[src/rtl/encoder_position.sv]
// -----------------------------------------------------------------------------
// encoder_position
//
// Downstream stage of the quadrature direction decoder in the robotic-arm
// joint path. Turns one-cycle cw/ccw step pulses into a signed joint
// position that is clamped to [POS_MIN, POS_MAX]. It also produces a windowed
// velocity estimate, which is the net accepted steps per WIN_CYCLES clocks.
//
// Ports:
//   clk       - system clock
//   rst_n     - asynchronous active-low reset
//   cw        - one-cycle clockwise step pulse
//   ccw       - one-cycle counterclockwise step pulse
//   load      - preset strobe used for homing; takes priority over steps
//   load_val  - signed preset value, clamped into the legal range
//   pos       - signed current position (registered)
//   at_min    - pos == POS_MIN
//   at_max    - pos == POS_MAX
//   limit_hit - one-cycle pulse: a step was dropped at a limit
//   dir       - direction of the last accepted step (1 = cw)
//   vel       - signed net accepted steps in the last completed window
//   vel_valid - one-cycle pulse when vel updates
// -----------------------------------------------------------------------------
module encoder_position #(
  parameter int POS_W      = 16,
  parameter int POS_MIN    = -2000,
  parameter int POS_MAX    = 2000,
  parameter int WIN_CYCLES = 50000,
  parameter int VEL_W      = 12
) (
  input  logic                    clk,
  input  logic                    rst_n,
  input  logic                    cw,
  input  logic                    ccw,
  input  logic                    load,
  input  logic signed [POS_W-1:0] load_val,
  output logic signed [POS_W-1:0] pos,
  output logic                    at_min,
  output logic                    at_max,
  output logic                    limit_hit,
  output logic                    dir,
  output logic signed [VEL_W-1:0] vel,
  output logic                    vel_valid
);

  localparam logic signed [POS_W-1:0] P_MIN   = POS_W'(POS_MIN);
  localparam logic signed [POS_W-1:0] P_MAX   = POS_W'(POS_MAX);
  localparam logic signed [POS_W-1:0] P_ONE   = POS_W'(1);
  localparam int                      CNT_W   = $clog2(WIN_CYCLES);
  localparam logic [CNT_W-1:0]        CNT_LAST = CNT_W'(WIN_CYCLES - 1);
  localparam logic [CNT_W-1:0]        CNT_ONE  = CNT_W'(1);
  localparam logic signed [VEL_W-1:0] V_MAX   = {1'b0, {(VEL_W-1){1'b1}}};
  localparam logic signed [VEL_W-1:0] V_MIN   = {1'b1, {(VEL_W-1){1'b0}}};
  localparam logic signed [VEL_W-1:0] V_ONE   = VEL_W'(1);

  // Add one accepted step to the accumulator without wrapping. The value
  // sticks at the end of the signed VEL_W range.
  function automatic logic signed [VEL_W-1:0] sat_step(
    input logic signed [VEL_W-1:0] a,
    input logic                    up,
    input logic                    dn
  );
    logic signed [VEL_W-1:0] r;
    r = a;
    if (up && (a != V_MAX)) r = a + V_ONE;
    if (dn && (a != V_MIN)) r = a - V_ONE;
    return r;
  endfunction

  logic                    step_up;
  logic                    step_dn;
  logic signed [POS_W-1:0] load_clamped;
  logic signed [POS_W-1:0] pos_nxt;
  logic                    dir_nxt;
  logic                    hit_nxt;
  logic                    acc_up;
  logic                    acc_dn;
  logic [CNT_W-1:0]        win_cnt;
  logic signed [VEL_W-1:0] acc;
  logic signed [VEL_W-1:0] acc_sum;

  // If cw and ccw arrive together, the pair cancels. Neither pulse is counted.
  assign step_up = cw & ~ccw;
  assign step_dn = ccw & ~cw;

  always_comb begin
    if (load_val < P_MIN)      load_clamped = P_MIN;
    else if (load_val > P_MAX) load_clamped = P_MAX;
    else                       load_clamped = load_val;
  end

  // Choose the next position. Load takes priority and discards any step in
  // the same cycle.
  always_comb begin
    // NOTE: every output of this block is defaulted first, so no path leaves one unassigned and no latch is inferred.
    pos_nxt = pos;
    dir_nxt = dir;
    hit_nxt = 1'b0;
    acc_up  = 1'b0;
    acc_dn  = 1'b0;
    if (load) begin
      pos_nxt = load_clamped;
    end else if (step_up) begin
      if (pos < P_MAX) begin
        pos_nxt = pos + P_ONE;
        dir_nxt = 1'b1;
        acc_up  = 1'b1;
      end else begin
        hit_nxt = 1'b1;
      end
    end else if (step_dn) begin
      if (pos > P_MIN) begin
        pos_nxt = pos - P_ONE;
        dir_nxt = 1'b0;
        acc_dn  = 1'b1;
      end else begin
        hit_nxt = 1'b1;
      end
    end
  end

  assign acc_sum = sat_step(acc, acc_up, acc_dn);

  always_ff @(posedge clk or negedge rst_n) begin
    if (!rst_n) begin
      pos       <= '0;
      dir       <= 1'b0;
      limit_hit <= 1'b0;
      win_cnt   <= '0;
      acc       <= '0;
      vel       <= '0;
      vel_valid <= 1'b0;
    end else begin
      // NOTE: non-blocking assignments make all state update together from the old values, so the order of statements here does not matter.
      pos       <= pos_nxt;
      dir       <= dir_nxt;
      limit_hit <= hit_nxt;
      // The window counter runs freely and is not affected by load. A step
      // accepted on the last cycle of a window is counted in that window.
      if (win_cnt == CNT_LAST) begin
        win_cnt   <= '0;
        vel       <= acc_sum;
        vel_valid <= 1'b1;
        acc       <= '0;
      end else begin
        win_cnt   <= win_cnt + CNT_ONE;
        vel_valid <= 1'b0;
        acc       <= acc_sum;
      end
    end
  end

  assign at_min = (pos == P_MIN);
  assign at_max = (pos == P_MAX);

endmodule
[config.mk]
export PLATFORM = sky130hd
export DESIGN_NAME = encoder_position
export DESIGN_NICKNAME = d
export VERILOG_FILES = /design/src/rtl/encoder_position.sv
export SDC_FILE = /design/constraint.sdc
export NUM_CORES = 1
export LEC_CHECK = 0
export ABC_AREA = 1
export ABC_CLOCK_PERIOD_IN_PS = 1700
export CAP_MARGIN = 20
export CORE_MARGIN = 2
export CORE_UTILIZATION = 40
export CTS_CLUSTER_SIZE = 10
export DETAILED_ROUTE_END_ITERATION = 16
export DONT_BUFFER_PORTS = 1
export GPL_TIMING_DRIVEN = 0
export PLACE_DENSITY_LB_ADDON = 0.25
export SYNTH_ARGS = -nofsm -noshare
export SYNTH_HDL_FRONTEND = slang
export SYNTH_SLANG_ARGS = --single-unit
[constraint.sdc]
create_clock -name clk -period 1.7 [get_ports clk]
set_clock_uncertainty 0.1 [all_clocks]
set_input_delay 0.17 -clock clk [delete_from_list [all_inputs] [get_ports clk]]
set_output_delay 0.17 -clock clk [all_outputs]
set_load 0.02 [all_outputs]
Word level (Yosys, flattened, before mapping). Index checks and enable logic that the tools add are counted.

Add/sub/neg operators: 5. Reductions and logical operators: 8. Equality and inequality tests: 7. $lt $le $gt $ge: 4. Bitwise logic cells: 5. Mux-type cells: 28.

Operator list (count): 16-bit two-way mux (8); 12-bit two-way mux (3); 16-bit by 12-bit == test with 1-bit output (second input constant) (2); 16-bit by 12-bit > comparator with 1-bit output (second input constant) (2); 16-bit by 12-bit less-than comparator with 1-bit output (second input constant) (2); 12-bit != test (second input constant) (2); 1-bit two-way mux (17); 16-bit by 1-bit adder with 16-bit output (second input constant) (1); 16-bit by 2-bit adder with 16-bit output (second input constant) (1); 16-bit == test (second input constant) (1); 16-bit by 2-bit subtractor with 16-bit output (second input constant) (1); 12-bit by 2-bit adder with 12-bit output (second input constant) (1); 12-bit by 2-bit subtractor with 12-bit output (second input constant) (1); 3-bit nonzero test (2); 4-bit AND reduction (1); 2-bit nonzero test (2); 3-bit by 2-bit != test with 1-bit output (second input constant) (1); 1-bit NOT (3); 3-bit AND reduction (1); 1-bit bitwise AND (2); 1-bit logical AND (2); 2-bit by 1-bit != test with 1-bit output (second input constant) (1).

Register bits after elaboration: 59.

Logic depth before layout (Yosys ltp).
Word-level depth: 8. Depth in mapped cells: 17. Depth with buffers taken out: 17.

Least setup slack after synthesis. OpenSTA, ideal clock, no wires.

Path kind: input to register. From: input ccw. To: register pos[11]. Cell stages on the path: 14. Buffers on the path: 0. Setup time: 117 ps. Arrival time: 1920 ps. Setup slack: -437 ps. Cells stage by stage: inv_1 > ha_1 > inv_1 > ha_1 > a21oi_1 > nand2_1 > nand2_1 > nand2_1 > nand2_1 > nand2_1 > a21oi_1 > o21ai_0 > nand2_1 > nand2_1.

Longest elaborated chain between the ends: 4. Elaborated cells between the ends (all ways): 9. Classes of those cells: 1 x eq/ne; 2 x mux; 3 x bitwise; 3 x reduce/logical.

Ends and longest elaborated chain: start, declared (line 34) `input logic ccw,`; 1-bit NOT * (line 83) `assign step_up = cw & ~ccw;`; 1-bit bitwise AND * (line 83); via step_up (line 70) `logic step_up;`; 3-bit by 2-bit != test with 1-bit output (no line), or another cell as far along; 3-bit AND reduction (no line) / 16-bit two-way mux (equally long branches); end signal, assigned (line 135) `pos <= pos_nxt;`; end, declared (line 37) `output logic signed [POS_W-1:0] pos,`.

Mark *: on every way through the listed nets, which the timed path passes. The rest lies on a longest branch. A chain may end at the register's enable or synchronous reset.

Worst setup path in the final report.
From: register pos[15]. To: register vel[5].

Longest elaborated chain between the ends: 7. Elaborated cells between the ends (all ways): 13. Classes of those cells: 2 x order compare; 9 x mux; 2 x reduce/logical.

Ends and longest elaborated chain: 16-bit by 12-bit less-than comparator with 1-bit output / 16-bit by 12-bit > comparator with 1-bit output (equally long branches) (line 104, 112); 1-bit two-way mux, on equally long branches (line 104, 112); 1-bit two-way mux, on equally long branches (line 103, 111); 1-bit two-way mux, on equally long branches (line 101, 103); 1-bit logical AND / 1-bit two-way mux (equally long branches) (line 65, 101); 12-bit two-way mux / 1-bit logical AND (equally long branches) (line 65, 66); 12-bit two-way mux * (line 66) `if (dn && (a != V_MIN)) r = a - V_ONE;`; end signal, assigned (line 142) `vel <= acc_sum;`; end, declared (line 42) `output logic signed [VEL_W-1:0] vel,`.

Every way passes the cells marked *; elsewhere a longest branch is shown, timed or not.

==> results.sh <==
export IMPL_ioPinCount=54
export IMPL_max_vdd_ir_drop_mv=1.425
export IMPL_slowest_stage="dfrtp_2"
export IMPL_crit_top_cell="nand2_2"
export IMPL_syn_cell_area_um2=4562
export IMPL_drc=0
export IMPL_cts_buffer_depth=2
export IMPL_clock_sinks=59
export IMPL_cts_clk_slew_worst_paths_ns=0.06
export IMPL_syn_instance_count=709
export IMPL_die_x_um=110.8
export IMPL_setup_worst_path_start_class="register"
export IMPL_power_share_switching_pct=47.63
export IMPL_hold_slack_ns=-0.01191
export IMPL_core_um2=10980
export IMPL_cts_buffers_inserted=9
export IMPL_violations="hold timing, setup timing"
export IMPL_dp_hpwl_mm=9.350
export IMPL_hold_path_class="input port to register"
export IMPL_firstDrtPassIters=5
export IMPL_cp_required_ns=1.84
export IMPL_stdcell_area_um2=6705
export IMPL_setup_violations=42
export IMPL_yosys_warnings=0
export IMPL_period_share_pct=116.5
export IMPL_die_area_um2=12270
export IMPL_layout_setup_ws_ns=-0.2809
export IMPL_rsz0062_at_grt="true"
export IMPL_crit_path_end_kind="register"
export IMPL_critPathMaxFanout=7
export IMPL_clkLatencyLatePin_ns=0.35
export IMPL_synthArstFlopShare_pct=100.0
export IMPL_grt_pass1_wl_mm=21.89
export IMPL_cts_tree="yes"
export IMPL_layout_drive_gt1_share_pct=37.99
export IMPL_routed_wl_mm=15.19
export IMPL_utilization_pct=61.05
export IMPL_r2r_worst_path_cells=12
export IMPL_final_antenna_net_count=0
export IMPL_area_growth_syn_to_layout_pct=46.98
export IMPL_leakage_nw=3.175
export IMPL_hold_viol=1
export IMPL_gr_total_overflow=0
export IMPL_comb_power_share_pct=56.4
export IMPL_cts_htree_levels=3
export IMPL_ctsHoldBuffers=8
export IMPL_grt_pass1_vias=4507
export IMPL_fin_nets=824
export IMPL_run_status="complete, but fails checks"
export IMPL_cap_violations=0
export IMPL_wl_per_cell_um=16.39
export IMPL_grt_start_max_net_pins=60
export IMPL_vias=5006
export IMPL_clock_root_buffer="clkbuf_16"
export IMPL_synth_distinct_cells=36
export IMPL_p_int_w=0.005349
export IMPL_grt_use_total_pct=21.80
export IMPL_drt_initial_drc_count=306
export IMPL_synth_enable_flop_cells=0
export IMPL_routabilityCongestion=0.9167
export IMPL_p_per_area_nw_per_um2=1523
export IMPL_path_class="register to register"
export IMPL_slew_headroom_pct=58.98
export IMPL_ys_flop_type="dfrtp_1"
export IMPL_diodes=0
export IMPL_fin_setup_tns_ns=-8.974
export IMPL_clkPwrFrac_pct=18.4
export IMPL_place_area_um2=4860
export IMPL_antenna_found_initial=0
export IMPL_numPortBuffers=0
export IMPL_min_path_cells=3
export IMPL_fin_crit_ns=1.981
export IMPL_die_y_um=110.8
export IMPL_syn_area_per_cell_um2=6.434
export IMPL_fmax_mhz=504.8
export IMPL_synth_seq_cells=59
export IMPL_tightestPinTransition_ns=0.6153
export IMPL_rows=38
export IMPL_switchingPower_w=0.004865
export IMPL_viasPerCell=5.400
export IMPL_p_seq_share_pct=25.2
export IMPL_crit_arrival_ns=2.12
export IMPL_total_power_w=0.01021
export IMPL_synth_fp_nets=751
export IMPL_crit_chain="or2_4 > nor2_4 > nand2_4 > nand2_4 > nand3_4 > buf_8 > nand2_4 > nand2_2 > nand2_2 > nand2_2 > nand2_2 > nand2_2"
export IMPL_synth_seq_area_share_pct=32.36
export IMPL_maxSlewViolCount=0
export IMPL_start_util_pct=41.54
export IMPL_slowest_delay_ns=0.52
==> metal layers <==
layer  vias up  GRT usage, %  share of wire, %
met1      2333         29.55                41
met2       199         35.05                48
met5         -             0                 0
met3        39         4.702               7.3
li1       2435             -                 -
met4         0         6.500               3.0
==> layout by cell type (no fill, tap or decap), drive strengths merged, types with 2 or more instances in the layout <==
| cell | n |
|---|---|
| nor4 | 6 |
| dfrtp | 59 |
| dlygate4sd3 | 7 |
| ha | 20 |
| nand3 | 58 |
| a21boi | 2 |
| buf | 63 |
| clkinvlp | 3 |
| nand4 | 17 |
| inv | 78 |
| xor2 | 16 |
| clkinv | 4 |
| o21ai | 27 |
| nand2 | 271 |
| a21oi | 40 |
| nor3 | 11 |
| clkbuf | 18 |
| nor2 | 76 |
==> critical path: cells and delay by family, from the launching register on <==
| kind | cells | cell delay (ns) |
|---|---|---|
| simple gates | 11 | 1.07 |
| flops | 1 | 0.52 |
| buf+inv | 1 | 0.17 |
==> through the flow <==
stage,cells,worst slack [ns]
floorplan,709,-0.3439
global placement,849,-0.6954
detailed placement,849,-0.7108
CTS,898,-0.2260
global route,927,-0.4033
finish,927,-0.2809
==> registers in the layout, indices dropped and copies added, names as in the netlist <==
name	count
pos	16
win_cnt	16
acc	12
vel	12
dir	1
limit_hit	1
vel_valid	1
==> final timing paths <==
kind	slack [ns]	to	startpoint
setup / recovery	-0.28	vel[5]$_DFFE_PN0P_	pos[15]$_DFFE_PN0P_
hold / removal	-0.01	limit_hit$_DFF_PN0_	load
setup reg to reg	-0.28	vel[5]$_DFFE_PN0P_	pos[15]$_DFFE_PN0P_
hold reg to reg	0.42	win_cnt[5]$_DFF_PN0_	win_cnt[5]$_DFF_PN0_
max in group asynchronous	0.96	pos[13]$_DFFE_PN0P_	rst_n
min in group asynchronous	0.24	win_cnt[12]$_DFF_PN0_	rst_n
==> cell usage after synthesis (2+ instances only) <==
master / instances / share of area (%)
nand2_1: 262 / 22
inv_1: 77 / 6.3
nor2_1: 75 / 6.2
dfrtp_1: 59 / 32
nand3_1: 55 / 6.0
a21oi_1: 40 / 4.4
o21ai_0: 26 / 2.9
ha_1: 20 / 5.5
nand4_1: 16 / 2.2
xor2_1: 16 / 3.1
nor3_1: 11 / 1.2
nand2_2: 8 / 1.1
buf_4: 6 / 0.99
nor4_1: 6 / 0.82
buf_2: 4 / 0.44
buf_6: 3 / 0.74
a21boi_0: 2 / 0.33
clkbuf_1: 2 / 0.16
clkinv_1: 2 / 0.16
inv_2: 2 / 0.16
nand3_2: 2 / 0.44
==> kinds of logic (layout without fill, tap and decap cells) <==
group	Yosys count	after routing	share of synthesized area, %
compound gates	73	73	8.310
xor+xnor	17	17	3.264
fa+ha+maj	21	21	5.924
buf+inv	96	174	8.996
flops	59	59	32.36
simple gates	443	443	41.14
==> power by group through the flow <==
stage | sequential, W | combinational [W] | clock, W
after floorplan | 0.00230 | 0.00300 | 0
after global placement | 0.00245 | 0.00365 | 0
after detailed placement | 0.00246 | 0.00371 | 0
after CTS | 0.00251 | 0.00443 | 0.00189
after global routing | 0.00262 | 0.00626 | 0.00197
final | 0.00258 | 0.00576 | 0.00188
==> final cells by class <==
type / count / area [um^2]
Inverter: 81 / 337.8
Multi-Input combinational cell: 554 / 3608
Clock buffer: 12 / 246.5
Clock inverter: 4 / 50.05
Timing Repair inverter: 1 / 16.27
Tap cell: 140 / 175.2
Buffer: 15 / 140.1
Timing Repair Buffer: 61 / 634.4
Sequential cell: 59 / 1496
Fill cell: 943 / 4278
==> timing repair <==
action / in CTS / in global routing
gates resized for setup: 87 / 192
gates cloned: 1 / 5
setup endpoints to repair: 56 / 56
endpoints found under the hold margin: 65 / 1
pin swaps: 8 / 61
buffers inserted: 24 / 25
(Power assumes the default switching activity.)
